**src/rtl/core_defs.sv**
```systemverilog
// Shared core definitions: hazard-controller state encoding and pipeline constants.
package core_defs;

    typedef enum logic [1:0] {
        StRun      = 2'd0,
        StLuStall  = 2'd1,
        StMcWait   = 2'd2,
        StJmpFlush = 2'd3
    } state_e;

    localparam logic [31:0]  NOP_INSN       = 32'h0000_0013;
    localparam int unsigned  MC_TIMEOUT_DEF = 64;

endpackage

```
**src/rtl/sat_counter.sv**
```systemverilog
// Saturating up-counter with synchronous load; holds at all-ones instead of wrapping.
module sat_counter #(
    parameter int unsigned WIDTH = 7
) (
    input  logic             clk,
    input  logic             rst,
    input  logic             i_load,
    input  logic [WIDTH-1:0] i_load_val,
    input  logic             i_inc,
    output logic [WIDTH-1:0] o_count
);

    logic [WIDTH-1:0] r_count;

    always_ff @(posedge clk or negedge rst) begin
        if (!rst) begin
            r_count <= '0;
        end else if (i_load) begin
            r_count <= i_load_val;
        end else if (i_inc && (r_count != {WIDTH{1'b1}})) begin
            r_count <= r_count + WIDTH'(1);
        end
    end

    assign o_count = r_count;

endmodule

```
**src/rtl/pipe_ctrl.sv**
```systemverilog
// Pipeline hazard controller: Mealy stall/flush generation for PC, IF/ID and ID/EX
// covering taken jumps, load-use hazards and multi-cycle EX operations.
module pipe_ctrl
    import core_defs::*;
#(
    parameter int unsigned ADDR_W     = 32,
    parameter int unsigned MC_TIMEOUT = MC_TIMEOUT_DEF
) (
    input  logic              clk,
    input  logic              rst,
    input  logic              jump_req,
    input  logic [ADDR_W-1:0] jump_addr,
    input  logic              ld_use,
    input  logic              mc_start,
    input  logic              mc_done,
    output logic              stall_pc,
    output logic              stall_if_id,
    output logic              stall_id_ex,
    output logic              flush_if_id,
    output logic              flush_id_ex,
    output logic              pc_jump_en,
    output logic [ADDR_W-1:0] pc_jump_addr,
    output logic              mc_timeout,
    output logic              busy
);

    localparam int unsigned          CNT_W  = $clog2(MC_TIMEOUT + 1);
    localparam logic [CNT_W-1:0]     CNT_TO = CNT_W'(MC_TIMEOUT);

    state_e             r_state;
    state_e             w_next;
    logic [ADDR_W-1:0]  r_jaddr;
    logic [CNT_W-1:0]   w_cnt;
    logic [CNT_W-1:0]   w_cnt_val;
    logic               w_cnt_load;
    logic               w_cnt_inc;
    logic               w_spc, w_sif, w_sie, w_fif, w_fie, w_jen, w_mto;

    sat_counter #(
        .WIDTH (CNT_W)
    ) u_cnt (
        .clk        (clk),
        .rst        (rst),
        .i_load     (w_cnt_load),
        .i_load_val (w_cnt_val),
        .i_inc      (w_cnt_inc),
        .o_count    (w_cnt)
    );

    always_comb begin
        w_next     = r_state;
        w_cnt_load = 1'b0;
        w_cnt_val  = '0;
        w_cnt_inc  = 1'b0;
        w_spc      = 1'b0;
        w_sif      = 1'b0;
        w_sie      = 1'b0;
        w_fif      = 1'b0;
        w_fie      = 1'b0;
        w_jen      = 1'b0;
        w_mto      = 1'b0;
        // Outputs are forced low while reset is held, independent of inputs.
        if (rst) begin
            unique case (r_state)
                StRun: begin
                    if (jump_req) begin
                        w_jen  = 1'b1;
                        w_fif  = 1'b1;
                        w_fie  = 1'b1;
                        w_next = StJmpFlush;
                    end else if (mc_start) begin
                        w_spc      = 1'b1;
                        w_sif      = 1'b1;
                        w_sie      = 1'b1;
                        w_cnt_load = 1'b1;
                        w_cnt_val  = CNT_W'(1);
                        w_next     = StMcWait;
                    end else if (ld_use) begin
                        w_spc  = 1'b1;
                        w_sif  = 1'b1;
                        w_fie  = 1'b1;
                        w_next = StLuStall;
                    end
                end
                StLuStall: begin
                    // ld_use deliberately ignored here to break stall livelock.
                    if (jump_req) begin
                        w_jen  = 1'b1;
                        w_fif  = 1'b1;
                        w_fie  = 1'b1;
                        w_next = StJmpFlush;
                    end else begin
                        w_next = StRun;
                    end
                end
                StMcWait: begin
                    if (mc_done) begin
                        w_cnt_load = 1'b1;
                        w_next     = StRun;
                    end else if (w_cnt == CNT_TO) begin
                        w_mto      = 1'b1;
                        w_fie      = 1'b1;
                        w_cnt_load = 1'b1;
                        w_next     = StRun;
                    end else begin
                        w_spc     = 1'b1;
                        w_sif     = 1'b1;
                        w_sie     = 1'b1;
                        w_cnt_inc = 1'b1;
                    end
                end
                StJmpFlush: begin
                    w_fif = 1'b1;
                    if (jump_req) begin
                        w_jen  = 1'b1;
                        w_fie  = 1'b1;
                        w_next = StJmpFlush;
                    end else begin
                        w_next = StRun;
                    end
                end
                default: w_next = StRun;
            endcase
        end
    end

    always_ff @(posedge clk or negedge rst) begin
        if (!rst) begin
            r_state <= StRun;
            r_jaddr <= '0;
        end else begin
            r_state <= w_next;
            r_jaddr <= jump_addr;
        end
    end

    // Flush overrides stall on the same pipeline register.
    assign stall_pc     = w_spc;
    assign stall_if_id  = w_sif & ~w_fif;
    assign stall_id_ex  = w_sie & ~w_fie;
    assign flush_if_id  = w_fif;
    assign flush_id_ex  = w_fie;
    assign pc_jump_en   = w_jen;
    assign pc_jump_addr = w_jen ? jump_addr : r_jaddr;
    assign mc_timeout   = w_mto;
    assign busy         = (r_state != StRun);

endmodule

```
**config.mk**
```make
export PLATFORM = sky130hd
export DESIGN_NAME = pipe_ctrl
export DESIGN_NICKNAME = d
export VERILOG_FILES = /design/src/rtl/core_defs.sv /design/src/rtl/sat_counter.sv /design/src/rtl/pipe_ctrl.sv
export SDC_FILE = /design/constraint.sdc
export NUM_CORES = 1
export LEC_CHECK = 0
export BUFFER_PORTS_ARGS = -buffer_cell sky130_fd_sc_hd__buf_2
export CORE_MARGIN = 2
export CORE_UTILIZATION = 25
export CTS_CLUSTER_SIZE = 30
export DETAILED_ROUTE_END_ITERATION = 16
export PLACE_DENSITY_LB_ADDON = 0.1
export SYNTH_ARGS = -nofsm -noshare
export SYNTH_HDL_FRONTEND = slang
export SYNTH_SLANG_ARGS = --single-unit
export TNS_END_PERCENT = 30
```
**constraint.sdc**
```tcl
create_clock -name clk -period 4.34 [get_ports clk]
set_clock_uncertainty 0.05 [all_clocks]
set_input_delay 0.868 -clock clk [delete_from_list [all_inputs] [get_ports clk]]
set_output_delay 0.868 -clock clk [all_outputs]
set_load 0.005 [all_outputs]
```
==> impl_metrics.toml, run 1 <==
[timing]
drv_slew = 0
finalCritPeriodShare = 0.704
fmax_mhz = 327
layout_min_cycle_time_ns = 3.06
worst_pin_slew_ns = 0.785
rsz0062_at_grt = "false"
setup-tns-final_ns = 0
finalHoldViolations = 0
setup_viol = 0
relSlewSlack = 0.471

[synth]
syn_inst = 141
synth-async-reset-ratio = 1.00
synth_area_um2 = 1820
syn_area_per_cell_um2 = 12.9
synth-edff-count = 0
synth-warning-count = 0
synth_cell_types = 35
ys_seq_area_frac = 0.563
ys_ff_latch = 41
synthesis.nets = 181
synthFlopType = "dfrtp_1"

[global_routing]
gr-usage-met1 = 0.139
grt_usage = 0.108
grt_max_degree = 35
grt_use_met2 = 0.171
grt_pass1_wl_um = 6630
grt_overflow = 0
grt_pass1_vias = 1412
antenna_found_initial = 0
grt_busiest_layer = "met2"
grtUsageMet3 = 0.0388

[pwr]
switching_share = 0.287
seq_power_share = 0.427
peakVddDrop_mv = 0.178
clkPwrFrac = 0.295
p_int_w = 0.000760
p_comb_frac = 0.278
p_sw_w = 0.000305
powerDensity_nw_per_um2 = 438
cellLeakagePower_nw = 1.17

[cts]
cts_setup_buffers = 0
cts_buffer_depth = 2
cts_tree = "yes"
cts_buffers = 5
clk_latency_ns = 0.28
ctsHoldBuffers = 0
clk_pin_slew_ns = 0.08
clock-sinks = 41
cts_root_buf = "clkbuf_8"
post_cts_resized = 0
htree_levels = 2

[drt]
routed_wl_um = 4120
wire_per_inst_um = 12.8
drt_iter0_markers = 36
avgViaCountPerCell = 4.37
via_count = 1408
first_pass_iters = 4
drtAntennaViolNets = 0
drc = 0

[layout]
multi_input_area_um2 = 754
layout_commonest_cell = "buf_2"
drive_above_1_share = 0.547
final_cell_area_um2 = 2430
final_core_util = 0.341
antenna_cells = 0
final_cell_mix = "77 x buf_2, 41 x dfrtp_1, 32 x mux2_2, 7 x nand2_1"
nFillCells = 769
area_delta_synth_final_pct = 33.4
seq_area_um2 = 1030
nets = 262

[run_status]
status = "complete, no violations"

[floorplan]
row_count = 31
ios = 78
die-area_um2 = 7990
dieWidth_um = 89.4
die_y_um = 89.4
start_util = 0.255
coreArea_um2 = 7140

[place]
gp_congestion = 0.702
place_area_um2 = 2320
io_buffer_count = 77
dp_hpwl_um = 3020

[worst_hold_path]
min_path_type = "input pin to asynchronous set/reset pin"

[critical_path]
slowest_stage = "mux2_2"
end_kind = "output pin"
cp.arrival_ns = 2.14
crit_type = "input pin to output pin"
critical_path.top_delay_family = "buffers and inverters"
cp_num_buf_inv = 3
cp_max_fo = 33
required_ns = 3.42
worst_setup_path_start_kind = "input pin"
crit_chain = "buf_2, nand3_1, buf_4, mux2_2, buf_2"
critPathMaxStageDelay_ns = 0.39
path_common_cell = "buf_2"

[run]
cap_violations = 0
## registers in the layout, indices dropped and copies added (netlist names)
name           cells
u_cnt.o_count      7
r_jaddr           32
r_state            2
## final cells by class
type / count / area share
repair buffers: 79 / 0.165
clock buffers: 7 / 0.0355
well taps: 99 / 0.0509
inverters: 3 / 0.00463
clock inverters: 1 / 0.0123
multi-input cells: 92 / 0.310
flip-flops and latches: 41 / 0.422
## per-stage QoR
stage          std cells  hold WS [ns]  worst slack (ns)  total power, W
6_report             322         0.436              1.28         0.00107
5_1_grt              322         0.439              1.17         0.00114
4_1_cts              322         0.443              1.23         0.00109
3_5_place_dp         314         0.542              1.23        0.000765
3_3_place_gp         314         0.541              1.25        0.000769
2_1_floorplan        141         0.506              1.63        0.000640
## final timing paths
path / endpoint / startpoint / slack, ns / cells past startpoint
max reg2reg: u_cnt.o_count[3] / u_cnt.o_count[3] / 2.24 / 4
min in group clk: u_cnt.o_count[5] / u_cnt.o_count[5] / 0.55 / 2
min reg2reg: u_cnt.o_count[5] / u_cnt.o_count[5] / 0.55 / 2
min: r_state[0] / rst / 0.44 / 1
max in group asynchronous: r_jaddr[1] / rst / 3.03 / 2
max: pc_jump_addr[0] / rst / 1.28 / 5
## cell usage after synthesis, drive strengths merged (2+ instances only)
library cell	instances	area share
dfrtp	41	0.56
mux2	32	0.20
nand2	7	0.014
a21oi	6	0.016
nor2	6	0.012
buf	5	0.017
o21ai	5	0.014
inv	3	0.0062
nand3	3	0.0082
nor3	3	0.0082
a31oi	2	0.0069
and4	2	0.0096
ha	2	0.014
nand3b	2	0.015
nand4	2	0.0069
o21a	2	0.0082
o31ai	2	0.0082
## routing by layer
layer  up-vias  part of all wire
met3         4             0.072
met4         0            0.0097
met1       680              0.45
li1        676                 -
met5         -                 0
met2        48              0.47
## worst reg2reg max path: cells and delay by family (launching register included)
| kind | cells | cell delay, ns |
|---|---|---|
| simple gates | 1 | 0.44 |
| flops | 1 | 0.46 |
| compound gates | 3 | 1.04 |
## power groups by stage
stage / registers (W) / logic (W) / clock network, W
6_report: 0.000455 / 0.000296 / 0.000314
3_5_place_dp: 0.000463 / 0.000302 / 0
2_1_floorplan: 0.000451 / 0.000189 / 0
3_3_place_gp: 0.000464 / 0.000305 / 0
4_1_cts: 0.000455 / 0.000303 / 0.000330
5_1_grt: 0.000462 / 0.000334 / 0.000349
## cells by family (layout without fill, tap and decap cells)
group                      Yosys count  count (layout)  share of synthesized area
DFF                                 41              41                      0.563
and+or+nand+nor                     34              34                      0.114
muxes                               33              33                      0.203
AOI/OAI and AO/OA                   22              22                     0.0782
buffers and inverters                8              90                     0.0233
adders and majority gates            2               2                     0.0137
xor gates and xnor gates             1               1                    0.00481
Power figures use the tool's default switching activity.
==> run 2, diff against run 1 <==
clock period = 3.2 ns   (was 4.34 ns; I/O delays follow)
==> impl_metrics.toml, run 2 (synthesis gave the netlist of run 1 again) <==
[run_status]
status = "complete, no violations"

[worst_hold_path]
min_path_type = "input pin to asynchronous set/reset pin"

[cts]
htree_levels = 2
cts_setup_buffers = 0
post_cts_resized = 0
cts_buffer_depth = 2
clk_pin_slew_ns = 0.08
cts_root_buf = "clkbuf_8"
ctsHoldBuffers = 0
cts_buffers = 5
clock-sinks = 41
cts_tree = "yes"
clk_latency_ns = 0.28

[timing]
rsz0062_at_grt = "false"
relSlewSlack = 0.514
drv_slew = 0
finalCritPeriodShare = 0.861
setup-tns-final_ns = 0
setup_viol = 0
fmax_mhz = 363
worst_pin_slew_ns = 0.722
layout_min_cycle_time_ns = 2.75
finalHoldViolations = 0

[floorplan]
ios = 78
die-area_um2 = 7990
coreArea_um2 = 7140
row_count = 31
start_util = 0.255
die_y_um = 89.4
dieWidth_um = 89.4

[layout]
top_register = "r_jaddr"
layout_commonest_cell = "buf_2"
drive_above_1_share = 0.554
antenna_cells = 0
nets = 263
area_delta_synth_final_pct = 33.0
final_cell_mix = "77 x buf_2, 41 x dfrtp_1, 32 x mux2_2, 7 x nand2_1, 7 x clkbuf_8"
final_cell_area_um2 = 2420
nFillCells = 751
largest_register_ffs = 32

[pwr]
peakVddDrop_mv = 0.261
powerDensity_nw_per_um2 = 570
cellLeakagePower_nw = 1.17

[global_routing]
antenna_found_initial = 0
grt_overflow = 0
grt_pass1_wl_um = 6310
grt_max_degree = 34
grt_pass1_vias = 1340
grt_usage = 0.105

[critical_path]
end_kind = "output pin"
reg2reg_depth = 4
r2r_start = "u_cnt.o_count[3]"
r2r_setup_slack_ns = 1.18
cp_max_fo = 33
required_ns = 2.51
worst_setup_path_start_kind = "flip-flop"
crit_type = "flip-flop to output pin"
cp.arrival_ns = 2.06
reg2reg_to = "u_cnt.o_count[3]"

[drt]
routed_wl_um = 4020
avgViaCountPerCell = 4.32
drc = 0
first_pass_iters = 4
drtAntennaViolNets = 0
via_count = 1395
wire_per_inst_um = 12.4
drt_iter0_markers = 30

[place]
gp_congestion = 0.680
place_area_um2 = 2320
dp_hpwl_um = 2980
io_buffer_count = 77

[run]
cap_violations = 0
==> run 2: worst max-delay path, stage by stage, from the launching register on <==
cell and delay, ns:
dfrtp_1 0.49, or2b_1 0.29, nand3_1 0.09, buf_4 0.36, mux2_2 0.39, buf_2 0.12
==> run 2: cell type report <==
| cell class | count | area [um2] | area share |
|---|---|---|---|
| clock buffer | 7 | 96.3 | 0.0397 |
| clock inverter | 1 | 5.00 | 0.00206 |
| inverter | 3 | 11.3 | 0.00464 |
| multi-input combinational | 92 | 754 | 0.311 |
| sequential | 41 | 1030 | 0.423 |
| tap | 99 | 124 | 0.0511 |
| timing repair buffer | 80 | 408 | 0.168 |
==> run 2: how the worst max path moves through the flow <==
stage,slack [ns],cells after the start,endpoint,from
4_1_cts,0.39,5,pc_jump_addr[19],r_state[1]
3_3_place_gp,0.65,5,pc_jump_addr[21],rst
3_5_place_dp,0.67,5,pc_jump_addr[25],rst
6_report,0.45,5,pc_jump_addr[25],r_state[1]
2_1_floorplan,0.94,4,pc_jump_addr[10],rst
5_1_grt,0.26,5,pc_jump_addr[4],r_state[1]
==> run 2: power breakdown <==
group	switching, W	internal [W]	leakage (nW)
combinational	0.000187	0.000213	0.622
clock	0.000170	0.000195	0.0542
sequential	0.0000516	0.000565	0.492
total	0.000409	0.000972	1.17
==> run 2: per-stage QoR <==
step | std cells | setup slack (ns) | hold slack, ns | power (W) | utilization
after floorplan | 141 | 0.944 | 0.294 | 0.000869 | -
after global placement | 315 | 0.650 | 0.536 | 0.00105 | 0.326
after detailed placement | 315 | 0.668 | 0.540 | 0.00104 | 0.326
after CTS | 323 | 0.393 | 0.403 | 0.00141 | 0.340
after global routing | 323 | 0.260 | 0.399 | 0.00149 | 0.340
final | 323 | 0.445 | 0.401 | 0.00138 | 0.340
==> run 2: routing by layer <==
| metal | vias to the layer above | routed length, um | global-route usage |
|---|---|---|---|
| li1 | 681 | - | - |
| met1 | 660 | 1800 | 0.129 |
| met2 | 50 | 1880 | 0.170 |
| met3 | 4 | 290 | 0.0397 |
| met4 | 0 | 47 | 0.0366 |
| met5 | - | 0 | 0 |
